--- src/rtl/ahb_to_ssram_bridge.sv ---
`timescale 1ns/1ps
// ahb_to_ssram_bridge
//
// AHB-Lite slave in front of a single-port synchronous SRAM that is built
// from four byte-wide banks with one-cycle read latency.
//
// Writes are posted. The address and byte-lane mask are captured in the
// address phase, and the SRAM write is issued in the data phase, when HWDATA
// is valid. A read normally goes straight to the SRAM in its address phase,
// so it completes with no wait states.
//
// A read whose address phase coincides with a write data phase cannot use the
// single SRAM port. In that case the read address is parked, and the read
// data phase stretches by one wait cycle.
//
// Optional feature (compile-time macro AHB_SSRAM_ERR_EN):
//   When the macro is defined, the following transfers get the two-cycle
//   ERROR response and never touch the SRAM:
//     - HSIZE > 2;
//     - a halfword transfer that is not halfword-aligned;
//     - a word transfer that is not word-aligned.
//   When the macro is not defined, HRESP is always OKAY, HSIZE > 2 behaves
//   as a word transfer, and misaligned addresses are simply masked.
//
// Ports
//   HCLK, HRESET            clock (rising edge) and synchronous active-high reset
//   HSEL, HADDR, HTRANS,
//   HSIZE, HWRITE, HWDATA,
//   HREADY                  AHB-Lite slave inputs
//   HREADYOUT, HRDATA,
//   HRESP                   AHB-Lite slave outputs
//   ahb_sram_addr           SRAM word address
//   ahb_sram_enb/_wb        per-lane enable / write enable
//   ahb_sram_en/_we         OR of the per-lane enables
//   ahb_sram_din            SRAM write data (HWDATA)
//   sram_ahb_dout           SRAM read data, valid one cycle after a read enable
module ahb_to_ssram_bridge #(
    parameter int AW = 12
) (
    input  logic          HCLK,
    input  logic          HRESET,
    input  logic          HSEL,
    input  logic [AW-1:0] HADDR,
    input  logic [1:0]    HTRANS,
    input  logic [2:0]    HSIZE,
    input  logic          HWRITE,
    input  logic [31:0]   HWDATA,
    input  logic          HREADY,
    output logic          HREADYOUT,
    output logic [31:0]   HRDATA,
    output logic          HRESP,
    output logic [AW-1:0] ahb_sram_addr,
    output logic [3:0]    ahb_sram_enb,
    output logic [3:0]    ahb_sram_wb,
    output logic          ahb_sram_en,
    output logic          ahb_sram_we,
    output logic [31:0]   ahb_sram_din,
    input  logic [31:0]   sram_ahb_dout
);

    typedef enum logic [2:0] {
        ST_IDLE,     // no data phase in progress
        ST_WR,       // write data phase: SRAM write this cycle
        ST_RD,       // zero-wait read data phase completing
        ST_RD_WAIT,  // collided read, SRAM read from parked address
        ST_RD_LAST,  // collided read completing
        ST_ERR1,     // first ERROR cycle
        ST_ERR2      // second ERROR cycle
    } state_t;

    state_t          state_reg;
    logic            hreadyout_reg;
    logic            hresp_reg;
    logic [AW-1:0]   wr_addr_reg;
    logic [3:0]      wr_mask_reg;
    logic [AW-1:0]   rd_addr_reg;

    logic            xfer_accept;
    logic            xfer_err;
    logic [AW-1:0]   word_addr;
    logic [3:0]      lane_mask;
    logic            size_byte;
    logic            size_half;
    logic            size_word;
    logic [AW-1:0]   sram_addr_next;
    logic [3:0]      sram_enb_next;
    logic [3:0]      sram_wb_next;

    // HTRANS[0] only separates NONSEQ from SEQ, which this slave treats alike.
    logic            unused_bits;
    assign unused_bits = &{1'b0, HTRANS[0]};

    assign xfer_accept = HSEL & HREADY & HTRANS[1];
    assign word_addr   = {2'b00, HADDR[AW-1:2]};

    assign size_byte = (HSIZE == 3'd0);
    assign size_half = (HSIZE == 3'd1);
    assign size_word = (HSIZE >= 3'd2);

    // Byte-lane mask. A word (or any oversize) access covers all four lanes.
    // A halfword access covers the upper or lower pair. A byte access covers
    // the single addressed lane.
    genvar gi;
    generate
        for (gi = 0; gi < 4; gi++) begin : g_lane
            localparam logic [1:0] LANE = 2'(gi);
            assign lane_mask[gi] = size_word
                                 | (size_half & (HADDR[1] == LANE[1]))
                                 | (size_byte & (HADDR[1:0] == LANE));
        end
    endgenerate

`ifdef AHB_SSRAM_ERR_EN
    assign xfer_err = (HSIZE > 3'd2)
                    | (size_half & HADDR[0])
                    | ((HSIZE == 3'd2) & (HADDR[1:0] != 2'b00));
`else
    assign xfer_err = 1'b0;
`endif

    // Transfer sequencing.
    // ST_RD_WAIT and ST_ERR1 drive HREADYOUT low, so the bus cannot present a
    // new address phase in those states. Those states therefore advance
    // unconditionally.
    always_ff @(posedge HCLK) begin
        if (HRESET) begin
            state_reg     <= ST_IDLE;
            hreadyout_reg <= 1'b1;
            hresp_reg     <= 1'b0;
            wr_addr_reg   <= '0;
            wr_mask_reg   <= '0;
            rd_addr_reg   <= '0;
        end else begin
            case (state_reg)
                ST_RD_WAIT: begin
                    state_reg     <= ST_RD_LAST;
                    hreadyout_reg <= 1'b1;
                end
                ST_ERR1: begin
                    state_reg     <= ST_ERR2;
                    hreadyout_reg <= 1'b1;
                    hresp_reg     <= 1'b1;
                end
                default: begin
                    state_reg     <= ST_IDLE;
                    hreadyout_reg <= 1'b1;
                    hresp_reg     <= 1'b0;
                    if (xfer_accept) begin
                        if (xfer_err) begin
                            state_reg     <= ST_ERR1;
                            hreadyout_reg <= 1'b0;
                            hresp_reg     <= 1'b1;
                        end else if (HWRITE) begin
                            state_reg   <= ST_WR;
                            wr_addr_reg <= word_addr;
                            wr_mask_reg <= lane_mask;
                        end else if (state_reg == ST_WR) begin
                            // The SRAM port is busy with the posted write,
                            // so the read address is parked for one cycle.
                            state_reg     <= ST_RD_WAIT;
                            hreadyout_reg <= 1'b0;
                            rd_addr_reg   <= word_addr;
                        end else begin
                            state_reg <= ST_RD;
                        end
                    end
                end
            endcase
        end
    end

    // SRAM port arbitration. A posted write has priority over everything
    // else, then a parked read, then a fresh read in its address phase.
    // Holding reset blocks every access, so a write that is in flight when
    // reset arrives is dropped.
    always_comb begin
        sram_addr_next = word_addr;
        sram_enb_next  = 4'b0000;
        sram_wb_next   = 4'b0000;
        if (!HRESET) begin
            if (state_reg == ST_WR) begin
                sram_addr_next = wr_addr_reg;
                sram_enb_next  = wr_mask_reg;
                sram_wb_next   = wr_mask_reg;
            end else if (state_reg == ST_RD_WAIT) begin
                sram_addr_next = rd_addr_reg;
                sram_enb_next  = 4'b1111;
            end else if (xfer_accept && !HWRITE && !xfer_err) begin
                sram_enb_next  = 4'b1111;
            end
        end
    end

    assign ahb_sram_addr = sram_addr_next;
    assign ahb_sram_enb  = sram_enb_next;
    assign ahb_sram_wb   = sram_wb_next;
    assign ahb_sram_en   = |sram_enb_next;
    assign ahb_sram_we   = |sram_wb_next;
    assign ahb_sram_din  = HWDATA;

    assign HREADYOUT = hreadyout_reg;
    assign HRESP     = hresp_reg;
    assign HRDATA    = ((state_reg == ST_RD) || (state_reg == ST_RD_LAST))
                       ? sram_ahb_dout : 32'h0;

endmodule

--- config.mk ---
export PLATFORM = sky130hd
export DESIGN_NAME = ahb_to_ssram_bridge
export DESIGN_NICKNAME = d
export VERILOG_FILES = /design/src/rtl/ahb_to_ssram_bridge.sv
export SDC_FILE = /design/constraint.sdc
export NUM_CORES = 1
export LEC_CHECK = 0
export CAP_MARGIN = 20
export CORE_MARGIN = 2
export CORE_UTILIZATION = 33
export CTS_CLUSTER_SIZE = 40
export DETAILED_ROUTE_END_ITERATION = 8
export PLACE_DENSITY = 0.91
export SYNTH_ARGS = -nofsm -noshare
export SYNTH_HDL_FRONTEND = slang
export SYNTH_SLANG_ARGS = --single-unit
export TNS_END_PERCENT = 10
--- constraint.sdc ---
create_clock -name HCLK -period 4.68 [get_ports HCLK]
set_input_delay 0.936 -clock HCLK [delete_from_list [all_inputs] [get_ports HCLK]]
set_output_delay 0.936 -clock HCLK [all_outputs]
set_load 0.005 [all_outputs]
== Yosys cells after proc, flatten, opt, wreduce, memory -nomap -nowiden ==
Cells that the tools add are included.
Word-level totals
  register bits after elaboration: 29
  bits in latches: 0
  bits in writable memories: 0
  memory bits (read-only): 0
  logic and storage cells: 61
  memories kept: 0
Cells by class
  $add $sub $neg: 0
  multipliers: 0
  divide/modulo/power cells: 0
  $lt $le $gt $ge: 1
  eq/ne operators: 9
  shifts and indexed selects: 0
  muxes and demuxes: 16
  bitwise operators: 18
  reductions and logical operators: 11
Operators with widths (number)
  32-bit two-way mux: 1
  10-bit two-way mux: 3
  4-bit two-way mux: 6
  1-bit AND: 8
  4-bit OR reduction: 2
  3-bit by 1-bit equality test with 1-bit output (second input constant): 2
  3-bit by 2-bit equality test with 1-bit output (second input constant): 2
  3-bit equality test (second input constant): 2
  1-bit bitwise OR: 6
  3-bit one-hot mux with 2 select lines: 1
  5-bit OR reduction: 1
  2-bit equality test (second input constant): 2
  2-bit two-way mux: 2
  1-bit inverter: 4
  4-bit AND reduction: 1
  3-bit by 2-bit >= comparator with 1-bit output (second input constant): 1
  3-bit zero test: 1
  3-bit AND reduction: 1
  2-bit by 1-bit equality test with 1-bit output (second input constant): 1
  2-bit zero test: 1
  1-bit two-way mux: 2
  1-bit one-hot mux with 2 select lines: 1
  2-bit OR reduction: 1
  1-bit logical AND: 1
  2 further kinds: 2

== Depth between registers and ports, before layout ==
  word-level depth: 8
  gate-level depth with buffers: 7
  mapped depth without buffers: 4

== Worst setup path before layout ==
Ideal clock, no wire load.
  path kind: input to output
  from: in HRESET
  to: out ahb_sram_addr[1]
  arrival time: 1.914 ns
  required time: 3.744 ns
  slack: 1.830 ns
  cell stages on the path: 5
  cell sequence: nand2b_1 -> or3b_2 -> buf_2 -> o22ai_1 -> nor2_1
Between the ends
  longest elaborated chain between the ends: 1
RTL lines
  start: declaration: line 41  | input logic HRESET,
  10-bit two-way mux: line 180  | if (!HRESET) begin
  end: declaration: line 52  | output logic [AW-1:0] ahb_sram_addr,
Every way passes these cells.

== Worst setup path after layout ==
  from: in HRESET
  to: out ahb_sram_addr[3]
The elaborated chain is that of the path after synthesis.

==> results by group <==
Run status
  • Status: completed

Power and ir drop
  • Final Power: 619 uW
  • Switching Share: 21.2%
  • Lkg Pwr: 0.00111 uW
  • Peak supply drop: 0.187 mV
  • P per Cell Area: 218 mW/mm^2
  • Logic pwr share: 15.6%
  • Int Pwr: 488 uW
  • Flop pwr share: 40.9%
  • Psw: 131 uW
  • Clock power frac: 43.5%

Clock tree
  • CTS Buf Count: 5
  • CTS tree: done
  • Worst-skew pair later-pin latency: 0.28 ns
  • Clock tree buffer depth: 2
  • Clk slew on worst S/H paths: 0.06 ns
  • CTS Sinks: 29
  • Post-CTS Hold Fix Bufs: 0
  • # resized after CTS: 0
  • H-tree Lvls: 2
  • Postcts setup bufs: 0
  • Clock Root Buffer: clkbuf_8

STA
  • Pins Over Slew Limit: 0
  • Final period demand of the worst path: 3.89 ns
  • Final setup fails: 0
  • Worst-Margin Slew: 0.675 ns
  • TNS Setup: 0 ns
  • RSZ-0062 raised after global routing: false
  • Final period utilization: 83.1%
  • Final hold violation count: 0
  • Skew final: 0.00792 ns
  • Worst hold slack: 0.460 ns
  • Slew margin rel.: 54.9%
  • Max Clock Freq: 257 MHz

Logic synthesis
  • Post-synth EDFFs: 0
  • Post-synth ARST share: 0%
  • Post-Synthesis Cells: 245
  • Syn_area_per_cell: 7.60 sq um
  • Netlist Area Pre-Place: 0.00186 sq mm
  • Ranking of synthesized cells by area: dfxtp_1 31%, buf_4 14%, and3_1 11%
  • Primary flip-flop cell chosen by synthesis mapping: dfxtp_1
  • Distinct cells, synth: 35
  • Register area share after synthesis: 31.2%
  • Yosys reg bits: 29
  • Top cell type's share of synthesized area: 31.2%
  • Warnings from Yosys: 0
  • Area leader, netlist: dfxtp_1

Layout
  • Commonest non-fill, non-tap cell in the layout: clkdlybuf4s50_1
  • # diodes: 0
  • P&R area growth vs syn: 52.3%
  • Layout cells sized above 1: 4.79%
  • Commonest cells after routing, fill and taps aside: 106 x clkdlybuf4s50_1, 40 x nor2_1, 32 x and3_1
  • Core Util, Final: 51.8%
  • Nets@finish: 398
  • Finished Layout Cells: 385

Global route
  • Grt ovf: 0
  • Largest net degree at the start of global routing: 36
  • Initial antenna violation count: 0
  • Global Route Usage Sum: 16.4%
  • First-pass GRT wire length: 8090 um
  • Vias in the first global route: 1694

Floorplanning
  • Die width: 79.1 um
  • Die area: 0.00626 sq mm
  • Initial Util: 34.0%
  • Chip height: 79.1 um
  • Core Region: 0.00547 sq mm
  • FP Rows: 27
  • Io pins: 174

Critical path
  • Worst path required time: 3.74 ns
  • WS Path Type: input port to primary output
  • Reg2Reg Depth: 4
  • Reg2reg setup slack: 2.92 ns
  • Worst r2r src: state_reg[1]$_SDFF_PP0_
  • Crit path max fanout: 10
  • Setup crit end kind: primary output
  • CP startpoint: HRESET
  • Reg-to-Reg End: wr_mask_reg[0]$_SDFFE_PP0P_
  • Startpoint Class: input port
  • Data arrival, critical path: 2.95 ns
  • Worst setup path end: ahb_sram_addr[3]

Worst hold path
  • Hold crit path type: register to register
  • Worst hold path cell count: 2

Route
  • Initial DRC count: 87
  • DR pass1 iterations: 4
  • DR vias/cell: 4.89
  • Detailed Route WL: 5380 um
  • Remaining antenna violation count after routing: 0
  • DRC Markers: 0
  • DR vias: 1881
  • WL/cell: 14.0 um

Place
  • Port bufs: 106
  • Gpl congestion: 0.716
  • Cell Count Post-Placement: 376
  • DP Wirelength: 3980 um

Flow run
  • Max-cap violations: 0
-- power by group through the flow --
stage,combinational (uW),clock [uW],sequential [uW]
2_1_floorplan,51.6,0,258
3_3_place_gp,94.3,0,258
3_5_place_dp,95.8,0,259
4_1_cts,96.6,275,253
5_1_grt,104,285,254
6_report,96.6,269,253
-- per-stage QoR --
step	instance area, sq um	worst slack (ns)
floorplan	1870	1.83
global placement	2700	0.806
detailed placement	2700	0.809
CTS	2820	0.786
global route	2840	0.663
finish	2840	0.790
-- cell families (layout without fill, tap and decap cells) --
group | after synthesis | in the layout | synth area share [%]
simple gates | 115 | 115 | 31.0
xor+xnor | 1 | 1 | 0.874
buf+inv | 51 | 118 | 18.0
flops | 29 | 29 | 31.2
mux | 10 | 10 | 5.38
compound gates | 38 | 38 | 13.3
other cells | 1 | 2 | 0.201
-- Yosys cell counts, drive strengths merged, types with 2 or more instances --
cell,instances
nor2,41
buf,40
and3,32
dfxtp,29
nand2,21
a21oi,15
clkbuf,10
mux2i,10
o22ai,10
nand2b,5
a311oi,4
and2,4
o21a,4
o21ai,2
or3,2
or3b,2
-- critical path, cell delays in order --
cell             delay (ns)
clkdlybuf4s50_1        0.45
nand2b_1               0.22
or3b_2                 0.63
o22ai_1                0.21
nor2_1                 0.06
clkdlybuf4s50_1        0.44
-- area by class of cell --
cell class,count,area (sq um)
clock buffer,6,82.6
clock inverter,2,37.5
fill,535,2640
inverter,1,3.75
multi-input combinational,166,950
sequential,29,581
tap,72,90.1
timing repair buffer,109,1090
-- layer usage --
metal  part of all wire (%)  routed length, um  GRT usage [%]
met1                     42               2250           19.5
met2                     47               2510           26.9
met3                    8.8                471           5.11
met4                    2.7                146           7.24
met5                      0                  0              0
-- how the worst min path moves through the flow --
| stage | start | slack, ns | endpoint |
|---|---|---|---|
| after floorplan | rd_addr_reg[0]$_SDFFE_PP0P_ | 0.44 | rd_addr_reg[0]$_SDFFE_PP0P_ |
| after global placement | rd_addr_reg[3]$_SDFFE_PP0P_ | 0.44 | rd_addr_reg[3]$_SDFFE_PP0P_ |
| after CTS | rd_addr_reg[5]$_SDFFE_PP0P_ | 0.46 | rd_addr_reg[5]$_SDFFE_PP0P_ |
| after detailed placement | rd_addr_reg[5]$_SDFFE_PP0P_ | 0.45 | rd_addr_reg[5]$_SDFFE_PP0P_ |
| after global routing | rd_addr_reg[1]$_SDFFE_PP0P_ | 0.49 | rd_addr_reg[1]$_SDFFE_PP0P_ |
| final | rd_addr_reg[0]$_SDFFE_PP0P_ | 0.46 | rd_addr_reg[0]$_SDFFE_PP0P_ |
No activity file was read; power rests on OpenSTA's default activity.
